`config.mk`:
```
export PLATFORM = sky130hd
export DESIGN_NAME = pipe_reg_elastic
export DESIGN_NICKNAME = d
export VERILOG_FILES = /design/src/rtl/pipe_pkg.sv /design/src/rtl/pipe_slot.sv /design/src/rtl/pipe_reg_elastic.sv
export SDC_FILE = /design/constraint.sdc
export NUM_CORES = 1
export LEC_CHECK = 0
export ABC_AREA = 0
export BUFFER_PORTS_ARGS = -buffer_cell sky130_fd_sc_hd__clkbuf_2
export CORE_ASPECT_RATIO = 0.9
export CORE_MARGIN = 1.5
export CORE_UTILIZATION = 45
export CTS_BUF_LIST = sky130_fd_sc_hd__clkbuf_2
export CTS_CLUSTER_SIZE = 10
export DETAILED_ROUTE_END_ITERATION = 16
export PLACE_DENSITY = 0.76
export SLEW_MARGIN = 20
export SYNTH_ARGS = -nofsm -noshare
export SYNTH_HDL_FRONTEND = slang
export SYNTH_SLANG_ARGS = --single-unit
```
`constraint.sdc`:
```
create_clock -name clk -period 2.3 [get_ports clk]
set_clock_uncertainty 0.2 [all_clocks]
set_input_delay 0.575 -clock clk [delete_from_list [all_inputs] [get_ports clk]]
set_output_delay 0.575 -clock clk [all_outputs]
set_load 0.03 [all_outputs]
```
`src/rtl/pipe_pkg.sv`:
```
// Shared payload and control types for the five-stage pipeline's inter-stage registers.
// The MEM/WB bundle is the reference payload for a pipe_reg_elastic instance.
package pipe_pkg;

  typedef struct packed {
    logic reg_write;
    logic mem_to_reg;
  } wb_ctrl_t;

  typedef struct packed {
    logic branch;
    logic mem_read;
    logic mem_write;
  } mem_ctrl_t;

  typedef struct packed {
    logic       reg_dst;
    logic [1:0] alu_op;
    logic       alu_src;
  } ex_ctrl_t;

  // Field order fixes the bit packing seen by the register: wb_ctrl occupies the top bits.
  typedef struct packed {
    wb_ctrl_t    wb;
    logic [31:0] dm_out;
    logic [31:0] alu_out;
    logic [4:0]  write_reg;
  } mem_wb_payload_t;

  localparam int MEM_WB_WIDTH = $bits(mem_wb_payload_t);

  function automatic int count_width(input int depth);
    return $clog2(depth + 1);
  endfunction

endpackage

```
`src/rtl/pipe_slot.sv`:
```
// One storage slot of the elastic pipeline register: a valid bit plus its payload.
// Data is captured only alongside a valid bit, so a bubble never overwrites held data.
module pipe_slot
  import pipe_pkg::*;
#(
  parameter int WIDTH          = 32,
  parameter int CLEAR_ON_FLUSH = 1
) (
  input  logic             clk,
  input  logic             rst,
  input  logic             load,
  input  logic             flush,
  input  logic             prev_v,
  input  logic [WIDTH-1:0] prev_d,
  output logic             v,
  output logic [WIDTH-1:0] d
);

  logic             r_v;
  logic [WIDTH-1:0] r_d;

  // Slot state: reset, then flush, then a load from the previous slot.
  always_ff @(posedge clk or negedge rst) begin
    if (!rst) begin
      r_v <= 1'b0;
      r_d <= '0;
    end else if (flush) begin
      r_v <= 1'b0;
      if (CLEAR_ON_FLUSH != 0) begin
        r_d <= '0;
      end
    end else if (load) begin
      r_v <= prev_v;
      if (prev_v) begin
        r_d <= prev_d;
      end
    end
  end

  assign v = r_v;
  assign d = r_d;

endmodule

```
`src/rtl/pipe_reg_elastic.sv`:
```
// Elastic pipeline register: DEPTH slots with valid/ready handshake, bubble collapsing,
// stall back-pressure, flush and occupancy count. DEPTH=1 with out_ready high is a plain latch.
module pipe_reg_elastic
  import pipe_pkg::*;
#(
  parameter  int WIDTH          = 32,
  parameter  int DEPTH          = 1,
  parameter  int CLEAR_ON_FLUSH = 1,
  localparam int CW             = count_width(DEPTH)
) (
  input  logic             clk,
  input  logic             rst,
  input  logic             flush,
  input  logic             in_valid,
  output logic             in_ready,
  input  logic [WIDTH-1:0] in_data,
  output logic             out_valid,
  input  logic             out_ready,
  output logic [WIDTH-1:0] out_data,
  output logic [CW-1:0]    count
);

  logic [DEPTH-1:0] w_v;
  logic [WIDTH-1:0] w_d [DEPTH];
  logic [DEPTH-1:0] w_rdy;
  logic [CW-1:0]    w_count;

  for (genvar i = 0; i < DEPTH; i++) begin : g_slot
    logic             w_prev_v;
    logic [WIDTH-1:0] w_prev_d;

    if (i == 0) begin : g_head
      assign w_prev_v = in_valid;
      assign w_prev_d = in_data;
    end else begin : g_body
      assign w_prev_v = w_v[i-1];
      assign w_prev_d = w_d[i-1];
    end

    // Unrolled ready chain: slot i can move unless it and every slot after it are full
    // while the consumer stalls.
    assign w_rdy[i] = out_ready | ~(&w_v[DEPTH-1:i]);

    pipe_slot #(
      .WIDTH          (WIDTH),
      .CLEAR_ON_FLUSH (CLEAR_ON_FLUSH)
    ) u_slot (
      .clk    (clk),
      .rst    (rst),
      .load   (w_rdy[i]),
      .flush  (flush),
      .prev_v (w_prev_v),
      .prev_d (w_prev_d),
      .v      (w_v[i]),
      .d      (w_d[i])
    );
  end

  // Occupancy is the population count of the slot valid bits.
  always_comb begin
    w_count = '0;
    for (int i = 0; i < DEPTH; i++) begin
      w_count = w_count + CW'(w_v[i]);
    end
  end

  assign in_ready  = w_rdy[0] & ~flush & rst;
  assign out_valid = w_v[DEPTH-1] & ~flush;
  assign out_data  = w_d[DEPTH-1];
  assign count     = w_count;

endmodule

```
# After elaboration in Yosys (flattened, before gate mapping)
# Cells that the tools add are included.
# word_totals
ff_bits,33
in_bits,37
out_inout_bits,35
elab_cells,16
# op_classes
n_mux,5
bitwise_logic,6
n_reduce_logical,3
# op_table
cell,n
$mux 32,3
$reduce_bool 2->1,2
$and 1x1->1,3
$mux 1,2
$not 1->1,2
$reduce_and 2->1,1
$or 1x1->1,1

# Logic depth before layout (Yosys ltp)
# Gate-level depths: netlist of run 1.
# logic_depth
ltp_word,4
mapped_depth,5
ltp_nobuf,3

# Modules after synthesis
# From an unflattened synthesis of run 1, not the netlist that was laid out.
# unflattened
hier_cells,152
area_unflattened_um2,1702.9
# modules_own_cells
mod,instances,cells_per_inst,area_each_um2,seq_area_each_um2
pipe_slot,1,149,1674.1,825.8
pipe_reg_elastic,1,3,28.8,0.0

# Worst setup path before layout of run 1
# Ideal clock, no wire load.
# synth_timing
kind,input port to output port
startpoint,in flush
endpoint,out in_ready
arrival_time_ps,1485
path_slack_ps,40
cell_stages,2
path_buffers,1
path_cell_list,clkbuf_1 > nor3b_1
# synth_via
elab_chain_cells,3
# synth_rtl
item,line_no,rtl
"start, declared",pipe_reg_elastic.sv:13,"input logic flush,"
$not 1->1,pipe_reg_elastic.sv:67,assign in_ready = w_rdy[0] & ~flush & rst;
$and 1x1->1 (2 in series),pipe_reg_elastic.sv:67,
"end, declared",pipe_reg_elastic.sv:15,"output logic in_ready,"
# No other way between the ends.

# Worst setup path after layout of run 1
# layout_timing
startpoint,reg g_slot[0].u_slot.r_v
endpoint,out in_ready
# layout_via
elab_chain_cells,4
# layout_rtl
item,line_no,rtl
"start, declared",pipe_slot.sv:19,logic r_v;
"start signal, assigned",pipe_slot.sv:33,r_v <= prev_v;
$not 1->1,pipe_reg_elastic.sv:42,assign w_rdy[i] = out_ready | ~(&w_v[DEPTH-1:i]);
$or 1x1->1,pipe_reg_elastic.sv:42,
$and 1x1->1 (2 in series),pipe_reg_elastic.sv:67,
# No other way between the ends.

==> results of run 1 <==
==> placed cells by master, fill, tap and decap left out <==
cell type,n
buf_12,1
buf_4,2
clkbuf_2,79
dfrtp_1,33
mux2i_1,32
nand2b_1,64
nor2_1,2
nor2b_1,1
nor2b_4,2
nor3b_1,1
==> worst max-delay path: stages (launching register included) <==
cell and delay (ns):
dfrtp_1 0.42, nor2b_4 0.15, nor3b_1 0.19, clkbuf_2 0.24
==> registers in the layout, indices dropped and copies added (netlist names) <==
name / cells
g_slot.u_slot.d: 32
g_slot.u_slot.v: 1
==> metrics by stage <==
step | cells | utilization | setup slack [ns] | total power [mW]
global route | 261 | 0.598 | 0.0717 | 1.25
global placement | 253 | 0.587 | 0.295 | 0.920
detailed placement | 253 | 0.587 | 0.262 | 0.930
floorplan | 146 | - | 0.0404 | 0.839
CTS | 261 | 0.598 | 0.163 | 1.20
finish | 261 | 0.598 | 0.190 | 1.18
==> cell families (layout without fill, tap and decap cells) <==
family        after synthesis  count (layout)  share of synthesized area
simple gates               70              70                      0.263
mux                        32              32                      0.189
flops                      33              33                      0.489
buf+inv                    11              82                     0.0592
==> cell usage after synthesis, drive strengths merged <==
cell / n
nor2b: 3
nor2: 2
dfrtp: 33
clkbuf: 5
mux2i: 32
nand2b: 64
buf: 6
nor3b: 1
==> power breakdown <==
group / leakage, nW / internal, mW / switching, mW
logic: 0.640 / 0.110 / 0.168
registers: 0.440 / 0.616 / 0.0210
clock network: 0.0332 / 0.0899 / 0.177
total: 1.11 / 0.816 / 0.365
==> final cells by class <==
type,instances,area [µm²]
clock buffers,8,40.0
well taps,44,55.1
repair buffers,74,390
multi-input cells,102,769
flip-flops and latches,33,826
fillers,301,1400
==> routing by layer <==
metal | vias up | global-route usage | wire [µm]
met1 | 606 | 0.212 | 1460
met5 | - | 0 | 0
met4 | 0 | 0.0612 | 22
li1 | 607 | - | -
met2 | 48 | 0.298 | 1610
met3 | 3 | 0.0548 | 246
==> final timing paths <==
kind	depth (start not counted)	slack, ns	endpoint
max	3	0.19	in_ready
min	2	0.03	g_slot[0].u_slot.v$_DFFE_PN0P_
max reg2reg	4	0.84	g_slot[0].u_slot.d[10]$_DFFE_PN0P_
min reg2reg	2	0.35	g_slot[0].u_slot.d[12]$_DFFE_PN0P_
max in group asynchronous	2	1.58	g_slot[0].u_slot.d[0]$_DFFE_PN0P_
min in group clk	3	0.23	g_slot[0].u_slot.d[25]$_DFFE_PN0P_
==> summary.txt, run 1 <==
Global routing
  – Grt ovf: 0
  – First-pass GRT wire length: 5310 µm
  – Vias in the first global route: 1240
  – Largest net degree at the start of global routing: 51
  – Initial antenna violation count: 0
  – Gr usage total: 0.175

Clocking
  – CTS H-tree depth: 2
  – Worst-path clk slew: 0.14 ns
  – Clock Tree Buf Depth: 2
  – Clock tree from TritonCTS: done
  – Hold buffer count at cts: 0
  – Clk_lat worst skew: 0.34 ns
  – Clock Sinks: 33
  – Post-CTS setup buffers: 0
  – TritonCTS Buffers: 5
  – # resized after CTS: 0
  – Root Driver: clkbuf_2

Min path
  – Hold Crit Class: input port to async pin

Pwr
  – Pwr Density: 568 nW/µm²
  – Peak supply drop: 0.306 mV
  – Lkg Pwr: 1.11 nW

Setup path
  – Crit-path max FO: 3
  – FF-to-FF Start: g_slot[0].u_slot.v$_DFFE_PN0P_
  – CP startpoint: g_slot[0].u_slot.v$_DFFE_PN0P_
  – WS Path Type: flip-flop to primary output
  – Crit end category: primary output
  – Critical Path RT: 1.52 ns
  – Worst path arrival time: about 1.3 ns
  – Worst Setup Start Kind: flip-flop

Timing
  – Worst Max-Slew Pin Slew: 0.413 ns
  – Final Cycle Share: 0.917
  – Setup Viol. Count Final: 0
  – Slew Limit Fails: 0
  – RSZ-0062 raised after global routing: false
  – Final setup TNS: 0 ns
  – Relative slew slack: 0.725
  – Final worst path period need: 2.11 ns
  – Max Fclk: 474 MHz
  – Hold slack final: 0.0349 ns
  – Endpoints failing hold: 0

Yosys
  – Netlist Area Pre-Place: approximately 1700 µm²
  – Synth warn: 0
  – Yosys cell types: 12
  – #FFs+latches synth: 33
  – Synth top area cells: dfrtp_1 49%, nand2b_1 24%, mux2i_1 19%, buf_12 3.6%, clkbuf_1 1.1%
  – Share of the synthesized area in the top cell type: 0.489
  – Synth Instances: 146
  – Avg Cell Area, Syn: 11.6 µm²
  – Post-synthesis sequential area ratio: 0.489
  – Synth Net Count: 183
  – Synth area leader: dfrtp_1

Drt
  – Post-DRT Antenna Nets: 0
  – Detailed-route via count: ~1300
  – 1st-iter DRT viols: 52
  – 1st-pass router iterations: 4
  – Final WL: 3330 µm
  – Residual DRC count: 0
  – Wire length per cell: 12.8 µm
  – Drt via density: 4.84

Layout
  – Final #Nets: 253
  – Area Growth Syn to Fin: 23.1%
  – Layout cells sized above 1: 0.387
  – Fin area: 2080 µm²
  – # diodes: 0

Floorplanning
  – Core Area: roughly 3500 µm²
  – Die ar.: between 4000 and 5000 µm²
  – Site Rows: 20
  – Boundary pin count: 72
  – Die H: 61.1 µm
  – Initial Util: 0.486
  – Chip width: 67.6 µm

Run
  – MaxCap Viol Count: 0

Placed design
  – IO buf count: slightly above 70
  – GP Congestion: 0.690
  – Placed inst area: 2040 µm²
  – DP Wirelength: 2420 µm

Status
  – Run status: complete, no violations
No activity file was read; power rests on OpenSTA's default activity.
==> run 2, diff against run 1 <==
Settings changed: CTS_BUF_LIST sky130_fd_sc_hd__clkbuf_2 to unset.
==> summary.txt, run 2 (synthesis results as in run 1) <==
Setup path
  – Crit end category: primary output (unchanged)
  – Critical Path RT: 1.52 ns (about the same)
  – WS Path Type: input port to primary output (was flip-flop to primary output)
  – Worst path arrival time: 1.27 ns (was 1.33 ns)
  – Crit-path max FO: 18 (was 3)
  – Worst Setup Start Kind: input port (was flip-flop)

Layout
  – Area Growth Syn to Fin: 25.5% (was 23.1%)
  – Most common cell after layout, fill and taps aside: clkbuf_2 (unchanged)
  – Final cell count without fillers: 261 (unchanged)
  – Layout cells sized above 1: 0.373 (was 0.387)
  – Max reg flops: 32 (unchanged)
  – Final #Nets: 253 (unchanged)
  – Most frequent cells in the layout: 71 x clkbuf_2, 64 x nand2b_1, 33 x dfrtp_1 (was 79 x clkbuf_2, 64 x nand2b_1, 33 x dfrtp_1)
  – Final core area utilization: 0.610 (was 0.598)
  – # diodes: 0 (unchanged)

Drt
  – Residual DRC count: 0 (unchanged)
  – Wire length per cell: 12.7 µm (was 12.8 µm)
  – Post-DRT Antenna Nets: 0 (unchanged)
  – Final WL: 3310 µm (was 3330 µm)
  – 1st-pass router iterations: 4 (unchanged)
  – 1st-iter DRT viols: 53 (was 52)
  – Drt via density: 4.80 (was 4.84)
  – Detailed-route via count: 1254 (was 1264)

Clocking
  – Clock Tree Buf Depth: 2 (unchanged)
  – # resized after CTS: 0 (unchanged)
  – Worst-path clk slew: 0.06 ns (was 0.14 ns)
  – TritonCTS Buffers: 5 (unchanged)
  – Clock tree from TritonCTS: done (unchanged)
  – Post-CTS setup buffers: 0 (unchanged)
  – Root Driver: clkbuf_8 (was clkbuf_2)
  – Hold buffer count at cts: 0 (unchanged)
  – Clk_lat worst skew: 0.27 ns (was 0.34 ns)
  – Clock Sinks: 33 (unchanged)
  – CTS H-tree depth: 2 (unchanged)

Pwr
  – Peak supply drop: 0.336 mV (was 0.306 mV)
  – Pwr Density: 618 nW/µm² (was 568 nW/µm²)
  – Lkg Pwr: 1.12 nW (was 1.11 nW)
  – Total Power: 1.31 mW (was 1.18 mW)

Global routing
  – Gr usage total: 0.177 (was 0.175)
  – Initial antenna violation count: 0 (unchanged)
  – Largest net degree at the start of global routing: 51 (unchanged)
  – Vias in the first global route: 1233 (was 1240)
  – First-pass GRT wire length: 5350 µm (was 5310 µm)
  – Grt ovf: 0 (unchanged)

Timing
  – RSZ-0062 raised after global routing: false (unchanged)
  – Final worst path period need: 2.05 ns (was 2.11 ns)
  – Max Fclk: 488 MHz (was 474 MHz)
  – Slew Limit Fails: 0 (unchanged)
  – Final setup TNS: 0 ns (unchanged)
  – Endpoints failing hold: 0 (unchanged)
  – Relative slew slack: 0.728 (was 0.725)
  – Final Cycle Share: 0.891 (was 0.917)
  – Worst Max-Slew Pin Slew: 0.409 ns (was 0.413 ns)
  – Setup Viol. Count Final: 0 (unchanged)

Floorplanning
  – Initial Util: 0.486 (unchanged)
  – Boundary pin count: 72 (unchanged)
  – Chip width: 67.6 µm (unchanged)
  – Core Area: 3480 µm² (unchanged)
  – Die ar.: 4130 µm² (unchanged)
  – Site Rows: 20 (unchanged)
  – Die H: 61.1 µm (unchanged)

Status
  – Run status: complete, no violations (unchanged)

Min path
  – Hold Crit Class: input port to async pin (unchanged)

Placed design
  – Inst Count DP: 253 (unchanged)
  – DP Wirelength: 2420 µm (unchanged)
  – IO buf count: 71 (unchanged)
  – GP Congestion: 0.690 (unchanged)

Run
  – MaxCap Viol Count: 0 (unchanged)
## run 2: cell count changes in the layout (fill, tap and decap cells not counted)
cell      change
clkbuf_1      +3
clkbuf_2      -8
clkbuf_8      +5
## run 2: where the power goes
group          switching, mW  internal, mW  total, mW
registers             0.0210         0.617      0.638
logic                  0.168         0.110      0.277
clock network          0.182         0.215      0.396
## run 2: path summary, 6_finish.rpt
| path | start | to | slack [ns] | depth (start not counted) |
|---|---|---|---|---|
| max reg2reg | g_slot[0].u_slot.v$_DFFE_PN0P_ | g_slot[0].u_slot.d[10]$_DFFE_PN0P_ | 0.86 | 4 |
| max in group asynchronous | rst | g_slot[0].u_slot.d[27]$_DFFE_PN0P_ | 1.47 | 2 |
| min reg2reg | g_slot[0].u_slot.d[12]$_DFFE_PN0P_ | g_slot[0].u_slot.d[12]$_DFFE_PN0P_ | 0.34 | 2 |
| min | rst | g_slot[0].u_slot.v$_DFFE_PN0P_ | 0.13 | 2 |
| min in group clk | in_data[9] | g_slot[0].u_slot.d[9]$_DFFE_PN0P_ | 0.34 | 3 |
| max | flush | in_ready | 0.25 | 3 |
## run 2: cell type report
cell class	instances	area, µm²
Fill cell	293	1360
Tap cell	44	55.1
Sequential cell	33	826
Clock buffer	8	80.1
Timing Repair Buffer	74	390
Multi-Input combinational cell	102	769
## run 2: routing by layer
metal,GRT usage,vias to the layer above,part of all wire,wire (µm)
met4,0.0525,0,0,0
met1,0.214,604,0.44,1460
met5,0,-,0,0
met3,0.0603,0,0.067,223
met2,0.303,44,0.49,1630
li1,-,606,-,-
## run 2: through the flow
stage          worst slack [ns]  instance area [µm²]  hold slack, ns
6_report                  0.251                 2120           0.134
5_1_grt                   0.151                 2120           0.173
4_1_cts                   0.252                 2120           0.145
3_5_place_dp              0.262                 2040           0.337
3_3_place_gp              0.295                 2040           0.327
2_1_floorplan            0.0404                 1690          0.0794
## run 2: worst max-delay path, cell delays in order
cell      delay, ns
clkbuf_2       0.20
nor3b_1        0.25
clkbuf_2       0.24
==> run 3, diff against run 2 <==
Settings changed: CORE_UTILIZATION 45 to 51, PLACE_DENSITY 0.76 to unset, PLACE_DENSITY_LB_ADDON set to 0.05.
==> summary.txt, run 3 (synthesis results as in run 1) <==
Layout
  – Layout cells sized above 1: 0.380 (was 0.373)
  – Multi-input logic area: 769 µm² (unchanged)
  – Fillcell total: 245 (was 293)
  – Most common cell after layout, fill and taps aside: clkbuf_2 (unchanged)
  – Most frequent cells in the layout: 71 x clkbuf_2, 64 x nand2b_1, 33 x dfrtp_1 (unchanged)
  – Register area: 826 µm² (unchanged)
  – Area Growth Syn to Fin: 25.7% (was 25.5%)
  – # diodes: 0 (unchanged)
  – Final #Nets: 253 (unchanged)
  – Max reg flops: 32 (unchanged)

Setup path
  – WS Path Type: flip-flop to primary output (was input port to primary output)
  – Crit end category: primary output (unchanged)
  – Critical Path RT: 1.52 ns (about the same)
  – Reg2Reg Setup Slack: 0.83 ns (was 0.86 ns)
  – Crit-path max FO: 3 (was 18)
  – Worst path arrival time: 1.22 ns (was 1.27 ns)
  – Worst Setup Start Kind: flip-flop (was input port)

Floorplanning
  – Die ar.: 3670 µm² (was 4130 µm²)
  – Initial Util: 0.543 (was 0.486)
  – Site Rows: 19 (was 20)
  – Core Area: 3110 µm² (was 3480 µm²)
  – Chip width: 63.7 µm (was 67.6 µm)
  – Die H: 57.6 µm (was 61.1 µm)
  – Boundary pin count: 72 (unchanged)

Timing
  – Final setup TNS: 0 ns (unchanged)
  – Setup ws final: 0.305 ns (was 0.251 ns)
  – Endpoints failing hold: 0 (unchanged)
  – Final worst path period need: 1.99 ns (was 2.05 ns)
  – RSZ-0062 raised after global routing: false (unchanged)
  – Setup Viol. Count Final: 0 (unchanged)
  – Relative slew slack: 0.726 (was 0.728)
  – Max Fclk: 501 MHz (was 488 MHz)
  – Final Cycle Share: 0.867 (was 0.891)
  – Worst Max-Slew Pin Slew: 0.411 ns (was 0.409 ns)
  – Slew Limit Fails: 0 (unchanged)

Drt
  – Final WL: 3140 µm (was 3310 µm)
  – 1st-iter DRT viols: 44 (was 53)
  – Detailed-route via count: 1214 (was 1254)
  – Drt via density: 4.71 (was 4.80)
  – Wire length per cell: 12.2 µm (was 12.7 µm)
  – Post-DRT Antenna Nets: 0 (unchanged)
  – 1st-pass router iterations: 4 (unchanged)
  – Residual DRC count: 0 (unchanged)

Global routing
  – Initial antenna violation count: 0 (unchanged)
  – Grt ovf: 0 (unchanged)
  – GR Util met2: 0.323 (was 0.303)
  – Largest net degree at the start of global routing: 66 (was 51)
  – Gr usage total: 0.189 (was 0.177)
  – Met1 GRT Util: 0.224 (was 0.214)
  – First-pass GRT wire length: 5270 µm (was 5350 µm)
  – Vias in the first global route: 1224 (was 1233)
  – Busiest layer in global routing: met2 (unchanged)
  – Global Route met3 Usage: 0.0524 (was 0.0603)

Clocking
  – Clock Tree Buf Depth: 2 (unchanged)
  – TritonCTS Buffers: 5 (unchanged)
  – CTS H-tree depth: 2 (unchanged)
  – Post-CTS setup buffers: 0 (unchanged)
  – # resized after CTS: 0 (unchanged)
  – Hold buffer count at cts: 0 (unchanged)
  – Clock tree from TritonCTS: done (unchanged)
  – Worst-path clk slew: 0.06 ns (about the same)
  – Root Driver: clkbuf_8 (unchanged)
  – Clk_lat worst skew: 0.27 ns (about the same)
  – Clock Sinks: 33 (unchanged)

Placed design
  – IO buf count: 71 (unchanged)
  – DP Wirelength: 2230 µm (was 2420 µm)
  – Pre-CTS setup slack: 0.383 ns (was 0.262 ns)
  – GP Congestion: 0.607 (was 0.690)

Pwr
  – Peak supply drop: 0.423 mV (was 0.336 mV)
  – Lkg Pwr: 1.12 nW (about the same)
  – Pwr Density: 628 nW/µm² (was 618 nW/µm²)

Min path
  – Hold Crit Class: input port to async pin (unchanged)

Status
  – Run status: complete, no violations (unchanged)

Run
  – MaxCap Viol Count: 0 (unchanged)
run 3: critical path, cell delays in order, from the launching register on:
cell and delay (ns):
dfrtp_1 0.40, nor2b_4 0.15, nor3b_1 0.17, clkbuf_2 0.23
run 3: routing by layer:
layer  share of wire  vias up
li1                -      602
met3           0.051        9
met1            0.43      557
met4           0.017        0
met5               0        -
met2            0.50       46
run 3: final cells by class:
class	instances	area share
Sequential cell	33	0.389
Multi-Input combinational cell	102	0.362
Timing Repair Buffer	74	0.184
Clock buffer	7	0.0406
Tap cell	42	0.0247
run 3: where the power goes:
group / switching (mW) / total [mW] / internal (mW)
combinational: 0.167 / 0.276 / 0.110
sequential: 0.0202 / 0.637 / 0.617
clock: 0.184 / 0.421 / 0.237
run 3: stage by stage:
step,std cells,power (mW),hold slack [ns],instance area [µm²],utilization
2_1_floorplan,146,0.839,0.0794,1690,-
3_5_place_dp,251,0.928,0.330,2040,0.654
3_3_place_gp,251,0.918,0.326,2040,0.654
6_report,258,1.33,0.156,2120,0.682
4_1_cts,258,1.35,0.168,2120,0.682
5_1_grt,258,1.40,0.207,2120,0.682
run 3: final timing paths:
| check | start | to | depth (start not counted) |
|---|---|---|---|
| min | rst | g_slot[0].u_slot.d[16]$_DFFE_PN0P_ | 2 |
| min reg2reg | g_slot[0].u_slot.d[13]$_DFFE_PN0P_ | g_slot[0].u_slot.d[13]$_DFFE_PN0P_ | 2 |
| max in group asynchronous | rst | g_slot[0].u_slot.v$_DFFE_PN0P_ | 2 |
| min in group clk | in_data[30] | g_slot[0].u_slot.d[30]$_DFFE_PN0P_ | 3 |
| max | g_slot[0].u_slot.v$_DFFE_PN0P_ | in_ready | 3 |
| max reg2reg | g_slot[0].u_slot.v$_DFFE_PN0P_ | g_slot[0].u_slot.d[4]$_DFFE_PN0P_ | 4 |
